==> config.mk <==
export PLATFORM = sky130hd
export DESIGN_NAME = elem_fetch_seq_flat
export DESIGN_NICKNAME = d
export VERILOG_FILES = /design/src/rtl/elem_fetch_seq_if.sv /design/src/rtl/elem_fetch_seq.sv /design/src/flat_wrapper.sv
export SDC_FILE = /design/constraint.sdc
export NUM_CORES = 1
export LEC_CHECK = 0
export CAP_MARGIN = 25
export CORE_MARGIN = 3
export CORE_UTILIZATION = 55
export DETAILED_ROUTE_END_ITERATION = 6
export GPL_ROUTABILITY_DRIVEN = 0
export GPL_TIMING_DRIVEN = 1
export MAX_ROUTING_LAYER = met4
export PLACE_DENSITY = 0.8
export SLEW_MARGIN = 20
export SYNTH_ARGS = -nofsm -noshare
export SYNTH_HDL_FRONTEND = slang
export SYNTH_SLANG_ARGS = --single-unit
==> constraint.sdc <==
create_clock -name clk -period 26.4 [get_ports clk]
set_input_delay 5.28 -clock clk [delete_from_list [all_inputs] [get_ports clk]]
set_output_delay 5.28 -clock clk [all_outputs]
set_load 0.05 [all_outputs]
==> src/rtl/elem_fetch_seq_if.sv <==
// Reader request/response bus plus the element output stream of elem_fetch_seq.
// master = the sequencer side, slave = reader model and downstream consumer.
interface elem_fetch_seq_if #(
  parameter int ELEMSZ = 288
);
  logic [31:0]       rd_index;
  logic              rd_read;
  logic              rd_iready;
  logic [ELEMSZ-1:0] rd_data;
  logic              rd_ovalid;
  logic [ELEMSZ-1:0] out_data;
  logic [31:0]       out_index;
  logic              out_last;
  logic              out_valid;
  logic              out_ready;

  modport master (
    output rd_index, rd_read,
    input  rd_iready, rd_data, rd_ovalid,
    output out_data, out_index, out_last, out_valid,
    input  out_ready
  );

  modport slave (
    input  rd_index, rd_read,
    output rd_iready, rd_data, rd_ovalid,
    input  out_data, out_index, out_last, out_valid,
    output out_ready
  );
endinterface

==> src/rtl/elem_fetch_seq.sv <==
// Sweeps an index range through the cached element reader, one request in flight,
// and queues each returned element with its index into a small output FIFO.
module elem_fetch_seq #(
  parameter int ELEMSZ     = 288,
  parameter int FIFO_DEPTH = 4
) (
  input  logic               clk,
  input  logic               reset,
  input  logic               start,
  input  logic [31:0]        first_index,
  input  logic [31:0]        count,
  output logic               busy,
  output logic               done,
  elem_fetch_seq_if.master   bus
);

  localparam int PW = (FIFO_DEPTH > 1) ? $clog2(FIFO_DEPTH) : 1;
  localparam int CW = PW + 1;
  localparam logic [CW-1:0] FULL = CW'(FIFO_DEPTH);

  typedef enum logic [2:0] {IDLE, ISSUE, WAIT, FLUSH, DONE} state_t;

  state_t            state, state_nxt;
  logic [31:0]       next_idx;
  logic [31:0]       remaining;
  logic              done_q;
  logic              accept_start;
  logic              issue;
  logic              push;
  logic              pop;

  logic [ELEMSZ-1:0] data_mem [FIFO_DEPTH];
  logic [31:0]       idx_mem  [FIFO_DEPTH];
  logic [FIFO_DEPTH-1:0] last_mem;
  logic [PW-1:0]     wr_ptr, rd_ptr;
  logic [CW-1:0]     fifo_count;

  // done is registered one cycle after DONE, so busy must also cover that cycle
  assign busy = (state != IDLE) || done_q;
  assign done = done_q;

  always_comb begin
    state_nxt    = state;
    accept_start = 1'b0;
    issue        = 1'b0;
    push         = 1'b0;
    case (state)
      IDLE: begin
        if (start && !done_q) begin
          accept_start = 1'b1;
          state_nxt    = (count == 32'd0) ? DONE : ISSUE;
        end
      end
      ISSUE: begin
        if (bus.rd_iready && (fifo_count < FULL)) begin
          issue     = 1'b1;
          state_nxt = WAIT;
        end
      end
      WAIT: begin
        if (bus.rd_ovalid) begin
          push      = 1'b1;
          state_nxt = (remaining == 32'd1) ? FLUSH : ISSUE;
        end
      end
      FLUSH: begin
        if (fifo_count == '0) state_nxt = DONE;
      end
      DONE:    state_nxt = IDLE;
      default: state_nxt = IDLE;
    endcase
  end

  always_ff @(posedge clk) begin
    if (reset) begin
      state     <= IDLE;
      next_idx  <= '0;
      remaining <= '0;
      done_q    <= 1'b0;
    end else begin
      state  <= state_nxt;
      done_q <= (state == DONE);
      if (accept_start) begin
        next_idx  <= first_index;
        remaining <= count;
      end else if (push) begin
        next_idx  <= next_idx + 32'd1;
        remaining <= remaining - 32'd1;
      end
    end
  end

  // next_idx only advances when the response lands, so it doubles as the held request index
  assign bus.rd_read  = issue;
  assign bus.rd_index = next_idx;

  assign pop           = bus.out_valid && bus.out_ready;
  assign bus.out_valid = (fifo_count != '0);
  assign bus.out_data  = bus.out_valid ? data_mem[rd_ptr] : '0;
  assign bus.out_index = bus.out_valid ? idx_mem[rd_ptr]  : '0;
  assign bus.out_last  = bus.out_valid ? last_mem[rd_ptr] : 1'b0;

  always_ff @(posedge clk) begin
    if (push) begin
      data_mem[wr_ptr] <= bus.rd_data;
      idx_mem[wr_ptr]  <= next_idx;
      last_mem[wr_ptr] <= (remaining == 32'd1);
    end
  end

  always_ff @(posedge clk) begin
    if (reset) begin
      wr_ptr     <= '0;
      rd_ptr     <= '0;
      fifo_count <= '0;
    end else begin
      if (push) wr_ptr <= wr_ptr + PW'(1);
      if (pop)  rd_ptr <= rd_ptr + PW'(1);
      case ({push, pop})
        2'b10:   fifo_count <= fifo_count + CW'(1);
        2'b01:   fifo_count <= fifo_count - CW'(1);
        default: fifo_count <= fifo_count;
      endcase
    end
  end

  // Issue credit should make this unreachable
  always_ff @(posedge clk) begin
    if (!reset && push) begin
      assert (fifo_count != FULL);
    end
  end

endmodule

==> src/flat_wrapper.sv <==
// flat-port wrapper written by rule: the top's interface ports become plain ports
module elem_fetch_seq_flat 
#(
  parameter int ELEMSZ     = 288,
  parameter int FIFO_DEPTH = 4
)
  (clk, reset, start, first_index, count, busy, done, bus_rd_index, bus_rd_read, bus_rd_iready, bus_rd_data, bus_rd_ovalid, bus_out_data, bus_out_index, bus_out_last, bus_out_valid, bus_out_ready);
  elem_fetch_seq_if #(.ELEMSZ(ELEMSZ)) bus_i ();
  input  logic clk;
  input  logic reset;
  input  logic start;
  input  logic [31:0] first_index;
  input  logic [31:0] count;
  output logic busy;
  output logic done;
  output wire logic [$bits(bus_i.rd_index)-1:0] bus_rd_index;
  output wire logic [$bits(bus_i.rd_read)-1:0] bus_rd_read;
  input wire logic [$bits(bus_i.rd_iready)-1:0] bus_rd_iready;
  input wire logic [$bits(bus_i.rd_data)-1:0] bus_rd_data;
  input wire logic [$bits(bus_i.rd_ovalid)-1:0] bus_rd_ovalid;
  output wire logic [$bits(bus_i.out_data)-1:0] bus_out_data;
  output wire logic [$bits(bus_i.out_index)-1:0] bus_out_index;
  output wire logic [$bits(bus_i.out_last)-1:0] bus_out_last;
  output wire logic [$bits(bus_i.out_valid)-1:0] bus_out_valid;
  input wire logic [$bits(bus_i.out_ready)-1:0] bus_out_ready;
  assign bus_rd_index = bus_i.rd_index;
  assign bus_rd_read = bus_i.rd_read;
  assign bus_i.rd_iready = bus_rd_iready;
  assign bus_i.rd_data = bus_rd_data;
  assign bus_i.rd_ovalid = bus_rd_ovalid;
  assign bus_out_data = bus_i.out_data;
  assign bus_out_index = bus_i.out_index;
  assign bus_out_last = bus_i.out_last;
  assign bus_out_valid = bus_i.out_valid;
  assign bus_i.out_ready = bus_out_ready;
  elem_fetch_seq #(.ELEMSZ(ELEMSZ), .FIFO_DEPTH(FIFO_DEPTH)) u_core (.clk(clk), .reset(reset), .start(start), .first_index(first_index), .count(count), .busy(busy), .done(done), .bus(bus_i));
endmodule
Word-level counts from Yosys, hierarchy flattened
Memories as Yosys holds them, arrays and structs flattened. A register that Yosys moved wholly into a read port is not among the register bits.
Index checks and enable logic that the tools add are counted.
{"block": "word_totals", "regBits": 79, "mem_bits_rw": 1280, "inputBits": 358, "out_inout_bits": 357, "wordCells": 77, "mem_count": 2}
{"block": "classes", "add_sub_neg": 6, "n_lt_le_gt_ge": 4, "n_eq_ne": 11, "muxes": 32, "reduce_logical": 14}
{"name": "u_core.data_mem", "depth": 4, "word_bits": 288, "read_ports": 1, "rd_ports_with_merged_regs": 1, "write_ports": 1, "line": "elem_fetch_seq.sv:32", "rtl": "logic [ELEMSZ-1:0] data_mem [FIFO_DEPTH];"}
{"name": "u_core.idx_mem", "depth": 4, "word_bits": 32, "read_ports": 1, "rd_ports_with_merged_regs": 1, "write_ports": 1, "line": "elem_fetch_seq.sv:33", "rtl": "logic [31:0] idx_mem [FIFO_DEPTH];"}
{"operator": "$mux W288", "n": 1}
{"operator": "$mux W32", "n": 5}
{"operator": "$add A32 B1 Y32 const B", "n": 1}
{"operator": "$eq A32 B1 Y1 const B", "n": 1}
{"operator": "$logic_not A32 Y1", "n": 1}
{"operator": "$sub A32 B1 Y32 const B", "n": 1}
{"operator": "$mux W3", "n": 5}
{"operator": "$pmux W3 S4", "n": 1}
{"operator": "$mux W1", "n": 11}
{"operator": "$mux W2", "n": 5}
{"operator": "$eq A3 B2 Y1 const B", "n": 2}
{"operator": "$logic_not A3 Y1", "n": 2}
{"operator": "$lt A2 B3 Y1 const B", "n": 2}
{"operator": "$ne A2 B1 Y1 const B", "n": 3}
{"operator": "$pmux W3 S2", "n": 1}
{"operator": "$reduce_bool A3 Y1", "n": 2}
{"operator": "$add A2 B1 Y2 const B", "n": 2}
{"operator": "$bwmux W4", "n": 1}
{"operator": "$logic_and A1 B1 Y1", "n": 4}
{"operator": "$reduce_and A4 Y1", "n": 1}
{"operator": "$reduce_bool A2 Y1", "n": 2}
{"operator": "$add A3 B1 Y3 const B", "n": 1}
{"operator": "$eq A3 B1 Y1 const B", "n": 1}
{"operator": "$eq A3 B3 Y1 const B", "n": 1}
{"operator": "other kinds (10)", "n": 10}

Logic depth before layout (Yosys ltp)
Gate-level depths: netlist of run 1.
{"block": "depth", "depth_word": 5, "mapped_depth": 11, "depth_no_buf": 9}

Least setup slack after synthesis of run 1
OpenSTA, ideal clock, no wires.
{"block": "synth_path", "kind": "input port to flip-flop", "start": "input bus_rd_ovalid", "end": "memory u_core.data_mem[0][0] (enable)", "setup_time_ps": 724, "t_arrival_ps": 13619, "required_ps": 25676, "setup_slack_ps": 12057, "cell_stages": 5, "path_buffers": 3, "path_cell_list": "and4bb_2 clkbuf_1 clkbuf_1 clkbuf_1 and2_1"}
{"block": "synth_between", "elab_chain_cells": 4}
{"element": "start, declared", "line": "flat_wrapper.sv:20", "rtl": "input wire logic [$bits(bus_i.rd_ovalid)-1:0] bus_rd_ovalid;"}
{"element": "$mux W1", "line": "elem_fetch_seq.sv:61", "rtl": "if (bus.rd_ovalid) begin"}
{"element": "$mux W1", "line": "elem_fetch_seq.sv:47", "rtl": "case (state)"}
{"element": "$mux W1", "line": "elem_fetch_seq.sv:104", "rtl": "if (push) begin"}
{"element": "$mux W1 (not written as such)", "line": "elem_fetch_seq.sv:105", "rtl": "data_mem[wr_ptr] <= bus.rd_data;"}
{"element": "end, declared", "line": "elem_fetch_seq.sv:32"}
No other way between the ends.

Worst setup path in the final report of run 1
{"block": "layout_path", "start": "input bus_rd_iready", "end": "output bus_rd_read"}
{"block": "layout_between", "elab_chain_cells": 3}
{"element": "start, declared", "line": "flat_wrapper.sv:18", "rtl": "input wire logic [$bits(bus_i.rd_iready)-1:0] bus_rd_iready;"}
{"element": "$logic_and A1 B1 Y1", "line": "elem_fetch_seq.sv:55", "rtl": "if (bus.rd_iready && (fifo_count < FULL)) begin"}
{"element": "$mux W1", "line": "elem_fetch_seq.sv:55"}
{"element": "$mux W1", "line": "elem_fetch_seq.sv:47"}
{"element": "end, declared", "line": "flat_wrapper.sv:17", "rtl": "output wire logic [$bits(bus_i.rd_read)-1:0] bus_rd_read;"}
No other way between the ends.

==> results of run 1 <==
[how the worst max path moves through the flow]
stage,startpoint,end,slack [ns],cells after the start
finish,bus_rd_iready,bus_rd_read,14.17,4
global route,bus_rd_iready,bus_rd_read,14.13,4
CTS,bus_rd_iready,bus_rd_read,14.18,4
detailed placement,bus_rd_iready,bus_rd_read,14.19,4
global placement,bus_rd_iready,bus_rd_read,14.19,4
floorplan,bus_rd_ovalid,u_core.data_mem[0][0]$_DFFE_PP_,12.06,5
[logic make-up (layout without fill, tap and decap cells)]
family          Yosys count  in the layout  synth area share, %
flops                  1361           1361                76.42
simple gates            556            556                6.198
mux                     325            325                13.86
buf+inv                 161           1021                1.168
compound gates          153            153                1.903
xor+xnor                 13             13               0.2170
fa+ha+maj                 9              9               0.2289
other cells               0             30                    0
[area by class of cell]
type                       count  area (um2)
multi-input combinational   1056       11780
clock buffer                 178        3635
tap                         1254        1569
clock inverter                72       598.1
timing repair buffer         754        7670
antenna                       30       75.07
sequential                  1361       40110
inverter                      17       68.82
fill                        5618       28390
[cells in the final DEF, fill, tap and decap left out, types with 18 or more instances in the layout]
cell type / synthesis / layout
edfxtp_1: 1284 / 1284
clkdlybuf4s50_1: 0 / 713
and2_1: 328 / 324
mux4_2: 321 / 321
clkbuf_16: 0 / 139
dfxtp_1: 77 / 75
nand2_1: 56 / 56
nor2_1: 48 / 48
a21oi_1: 41 / 41
clkbuf_1: 92 / 38
a31oi_1: 31 / 31
diode_2: 0 / 30
clkinv_1: 1 / 29
buf_4: 0 / 26
or3_1: 24 / 24
o211ai_1: 21 / 21
clkinv_2: 0 / 20
nand4_1: 18 / 18
[flip-flops by register name (all words and copies together) (netlist names), named ones only]
register and count:
u_core.data_mem 1152, u_core.idx_mem 128, u_core.bus.rd_index 32, u_core.remaining 32
u_core.last_mem 4, u_core.fifo_count 3, u_core.state 3, u_core.rd_ptr 2
u_core.wr_ptr 2, u_core.done 1
[per-layer routing]
metal / up-vias / track usage (%)
met3: 282 / 5.778
li1: 12010 / -
met1: 14530 / 31.48
met4: 0 / 11.24
met5: - / -
met2: 1383 / 42.09
[power by group through the flow]
| stage | logic (W) | registers (W) | clock network, W |
|---|---|---|---|
| after floorplan | 0.000292 | 0.00249 | 0 |
| after global placement | 0.000507 | 0.00247 | 0 |
| after detailed placement | 0.000518 | 0.00247 | 0 |
| after CTS | 0.000522 | 0.00243 | 0.00185 |
| after global routing | 0.000551 | 0.00243 | 0.00194 |
| final | 0.000525 | 0.00243 | 0.00182 |
[synthesized netlist by cell type (2+ instances only)]
cell type | count | area share (%)
nand2_1 | 56 | 0.40
a21oi_1 | 41 | 0.39
o21ai_0 | 17 | 0.16
mux4_2 | 321 | 14
nor4b_1 | 2 | 0.033
a221oi_1 | 6 | 0.10
and3_1 | 7 | 0.083
a31oi_1 | 31 | 0.37
and2_1 | 328 | 3.9
xor2_1 | 9 | 0.15
nand3_1 | 17 | 0.16
a211oi_1 | 10 | 0.14
or4_4 | 3 | 0.064
nand2b_1 | 2 | 0.024
ha_1 | 8 | 0.19
nor2_1 | 48 | 0.34
inv_1 | 16 | 0.11
nand4_1 | 18 | 0.21
clkbuf_1 | 92 | 0.66
edfxtp_1 | 1284 | 73
o311ai_0 | 8 | 0.13
nor2b_1 | 4 | 0.048
dfxtp_1 | 77 | 2.9
a32oi_1 | 7 | 0.12
and2_0 | 2 | 0.024
xnor2_1 | 4 | 0.067
o211ai_1 | 21 | 0.30
nor4_1 | 17 | 0.20
or2_2 | 4 | 0.048
buf_1 | 50 | 0.36
nor3_1 | 10 | 0.095
mux2_2 | 3 | 0.064
a22oi_1 | 6 | 0.086
or4_1 | 4 | 0.057
or3_1 | 24 | 0.29
[stage by stage]
step | worst slack (ns) | util, % | hold slack [ns] | power [W] | instance area [um2]
finish | 14.17 | 69.76 | 0.5052 | 0.004770 | 65500
global placement | 14.19 | 64.91 | 0.4719 | 0.002974 | 60950
CTS | 14.18 | 69.44 | 0.5028 | 0.004800 | 65200
floorplan | 12.06 | - | 0.4658 | 0.002779 | 52470
global route | 14.13 | 69.76 | 0.5380 | 0.004915 | 65490
detailed placement | 14.19 | 64.94 | 0.4943 | 0.002989 | 60970
[worst max-delay path, cell delays in order]
cell and delay (ns):
clkdlybuf4s50_1 0.46, nor2b_1 0.22, and3b_1 0.19, clkdlybuf4s50_1 0.80
==> results_dict.tcl, run 1 <==
set metrics [dict create \
    status "finished clean" \
    reg2reg_to "u_core.data_mem[2][176]$_DFFE_PP_" \
    avgSynthCellArea_um2 20.35 \
    p_int_w 0.003628 \
    max_cap_viol_count 0 \
    rows 112 \
    clk_latency_ns 0.74 \
    yosysSeqAreaShare_pct 76.42 \
    drive_gt1_share_pct 16.52 \
    grt_pass1_wl_um 185000 \
    drtAntennaViolNets 0 \
    post-route-drc-count 0 \
    p_clk_share_pct 38.1 \
    finalSetupViolCount 0 \
    hold_buffers 0 \
    netlist_area_mm2 0.05247 \
    vdd_drop_max_mv 0.06125 \
    critPathCaptureType "primary output" \
    final_nets 3694 \
    syn_inst 2578 \
    p_per_area_mw_per_mm2 72.82 \
    yosysWarnings 0 \
    async_reset_ff_share_pct 0 \
    hpwl_um 75520 \
    synth_edf_count 1284 \
    fin_cells 4722 \
    cts_resized 0 \
    cts_setup_buffers 0 \
    synth_fp_nets 2945 \
    hold_path.class "register to register" \
    wl_met2_um 65460 \
    drt-wirelength-per-cell_um 26.49 \
    setup_tns_ns 0 \
    grt_max_degree 152 \
    yosys_most_used_dff "edfxtp_1" \
    min_period_ns 12.23 \
    portBuffers 714 \
    dp_cells 4433 \
    min_path_cells 2 \
    critical_path_class "primary input to primary output" \
    cts_tree "yes" \
    numCtsBuffers 137 \
    wl_met1_um 45030 \
    slew_headroom_pct 19.40 \
    fp.dieW_um 314.9 \
    cp_max_fo 3 \
    dieHeight_um 314.9 \
    htree_levels 4 \
    ios 715 \
    min_from "u_core.wr_ptr[0]$_SDFFE_PP0P_" \
    fin_crit_sh_pct 46.31 \
    dieArea_mm2 0.09914 \
    antenna_found_initial 30 \
    max_freq_mhz 81.79 \
    wl_met3_um 9199 \
    hold_end "u_core.wr_ptr[0]$_SDFFE_PP0P_" \
    vias 28210 \
    p_leak_nw 20.41 \
    core-area_mm2 0.09389 \
    cts_root_buf "clkbuf_16" \
    p_sw_w 0.001141 \
    r2r_cells 5 \
    critPathLaunchType "primary input" \
    cts_sinks 1361 \
    rsz0062_at_grt "no" \
    ys_ff_latch 1361 \
    clockBufferDepth 3 \
    area_delta_synth_final_pct 24.83 \
    maxSlewViolCount 0 \
    wirelength_um 125100 \
    routed.top_layer "met4" \
    seq_power_share_pct 50.9 \
    via_per_inst 5.973 \
    clk_pin_slew_worst_paths_ns 0.06 \
    p_comb_share_pct 11.0 \
    ys_types 56 \
    grt_pass1_vias 29150 \
    dr.pass1.iters 6 \
    power.share.switching_pct 23.93 \
    r2r_setup_slack_ns 22.16 \
    finClkSkew_ns 0.03157 \
    worst_pin_slew_ns 1.209 \
    hold_viol_final 0 \
    required_ns 21.12 \
    initial_utilization_pct 55.88 \
    grtUsageTotal_pct 25.86 \
    grt_overflow 0 \
    worst_ep_arrival_time_ns 6.95 \
    drt_iter0_markers 3073 \
    rr_startpoint "u_core.state[1]$_SDFFE_PP0P_" \
]
Power figures use the tool's default switching activity.
==> inputs of run 2 (changes only) <==
clock period = 12.3 ns   (was 26.4 ns; I/O delays follow)
==> run 2 against run 1 <==
The flow now finishes with violations (DRC). Die area unchanged. Core utilization decreased by 0.11 points. Worst hold slack improved by 0.014 ns. Sequential power rose by 110%. Critical path type is now register to primary output. Critical endpoint is now bus_out_data[38].
==> results_dict.tcl, run 2 (synthesis gave the netlist of run 1 again) <==
set metrics [dict create \
    status "finished with violations" \
    violations "DRC" \
    rr_startpoint "u_core.state[1]$_SDFFE_PP0P_" \
    ios 715 \
    finClkSkew_ns 0.03277 \
    cp_max_fo 63 \
    final_common_cell "edfxtp_1" \
    min_from "u_core.wr_ptr[0]$_SDFFE_PP0P_" \
    grt_max_degree 151 \
    finalSetupViolCount 0 \
    cts_setup_buffers 0 \
    setup_tns_ns 0 \
    clk_latency_ns 0.73 \
    regMostFlops "u_core.data_mem" \
    critPathCaptureType "primary output" \
    initial_utilization_pct 55.88 \
    worst_pin_slew_ns 1.062 \
    top_regs "u_core.data_mem (1152), u_core.idx_mem (128)" \
    hold_buffers 0 \
    rsz0062_at_grt "no" \
    cts_resized 0 \
    dieArea_mm2 0.09914 \
    dr.pass1.iters 7 \
    cts_sinks 1361 \
    final_nets 3688 \
    maxSlewViolCount 0 \
    drt-wirelength-per-cell_um 26.47 \
    final_cell_mix "1284 x edfxtp_1, 713 x clkdlybuf4s50_1, 324 x and2_1" \
    critPathLaunchType "register" \
    drive_gt1_share_pct 16.23 \
    critical_path_class "register to primary output" \
    wirelength_um 124700 \
    vias 28140 \
    dieHeight_um 314.9 \
    numCtsBuffers 135 \
    hold_path.class "register to register" \
    worst_ep_arrival_time_ns 4.86 \
    area_delta_synth_final_pct 24.64 \
    hold-worst-slack_ns 0.5191 \
    grtUsageTotal_pct 25.66 \
    largest_reg_flops 1152 \
    p_total_w 0.01027 \
    cts_tree "yes" \
    fp.dieW_um 314.9 \
    drt_iter0_markers 2977 \
    hold_viol_final 0 \
    clk_pin_slew_worst_paths_ns 0.06 \
    fin_crit_sh_pct 59.50 \
    clockBufferDepth 3 \
    antenna_found_initial 27 \
    portBuffers 714 \
    rows 112 \
    max_cap_viol_count 0 \
    via_per_inst 5.975 \
    p_per_area_mw_per_mm2 157.0 \
    drtAntennaViolNets 0 \
    min_period_ns 7.318 \
    hpwl_um 76920 \
    htree_levels 4 \
    vdd_drop_max_mv 0.1385 \
    grt_pass1_wl_um 183700 \
    max_freq_mhz 136.6 \
    p_leak_nw 20.37 \
    required_ns 9.84 \
    grt_pass1_vias 28870 \
    slew_headroom_pct 29.17 \
    post-route-drc-count 1 \
    grt_overflow 0 \
    core-area_mm2 0.09389 \
    cts_root_buf "clkbuf_16" \
]
==> run 2: power by group <==
group	total (W)	internal, W	switching (W)	leakage, nW
registers	0.00521	0.00514	0.0000685	12.2
clock network	0.00393	0.00228	0.00166	2.07
logic	0.00113	0.000440	0.000685	6.10
total	0.0103	0.00786	0.00241	20.4
==> run 2: metal layers <==
layer	GRT usage, %	vias to the layer above	share of wire [%]
li1	-	11990	-
met1	32.11	14520	37
met2	41.73	1383	52
met3	5.200	243	7.2
met4	10.17	0	3.7
met5	-	-	0
==> run 2: layout make-up <==
type                    count  area (um2)
flip-flops and latches   1361       40110
fillers                  5622       28490
multi-input cells        1056       11780
repair buffers            750        7564
clock buffers             193        3795
well taps                1254        1569
clock inverters            49       442.9
diodes                     30       75.07
inverters                  17       68.82
==> run 2: worst paths after layout <==
check	end	slack, ns	cells past startpoint
setup / recovery	bus_out_data[38]	4.98	5
hold / removal	u_core.wr_ptr[0]$_SDFFE_PP0P_	0.52	2
setup reg to reg	u_core.data_mem[3][83]$_DFFE_PP_	7.97	4
hold reg to reg	u_core.wr_ptr[0]$_SDFFE_PP0P_	0.52	2
==> run 2: worst max-delay path, stage by stage (launching register included) <==
cell and delay [ns]:
dfxtp_4 0.98, buf_4 0.84, buf_4 0.80, mux4_2 0.37, and2_1 0.16, clkdlybuf4s50_1 0.82
==> run 2: stage by stage <==
stage | area (um2) | utilization [%] | setup slack (ns) | instances
floorplan | 52470 | - | 0.7767 | 2578
global placement | 60970 | 64.94 | 5.683 | 4433
detailed placement | 61000 | 64.97 | 5.639 | 4435
CTS | 65240 | 69.48 | 4.932 | 4677
global route | 65390 | 69.65 | 4.749 | 4708
finish | 65400 | 69.65 | 4.982 | 4710
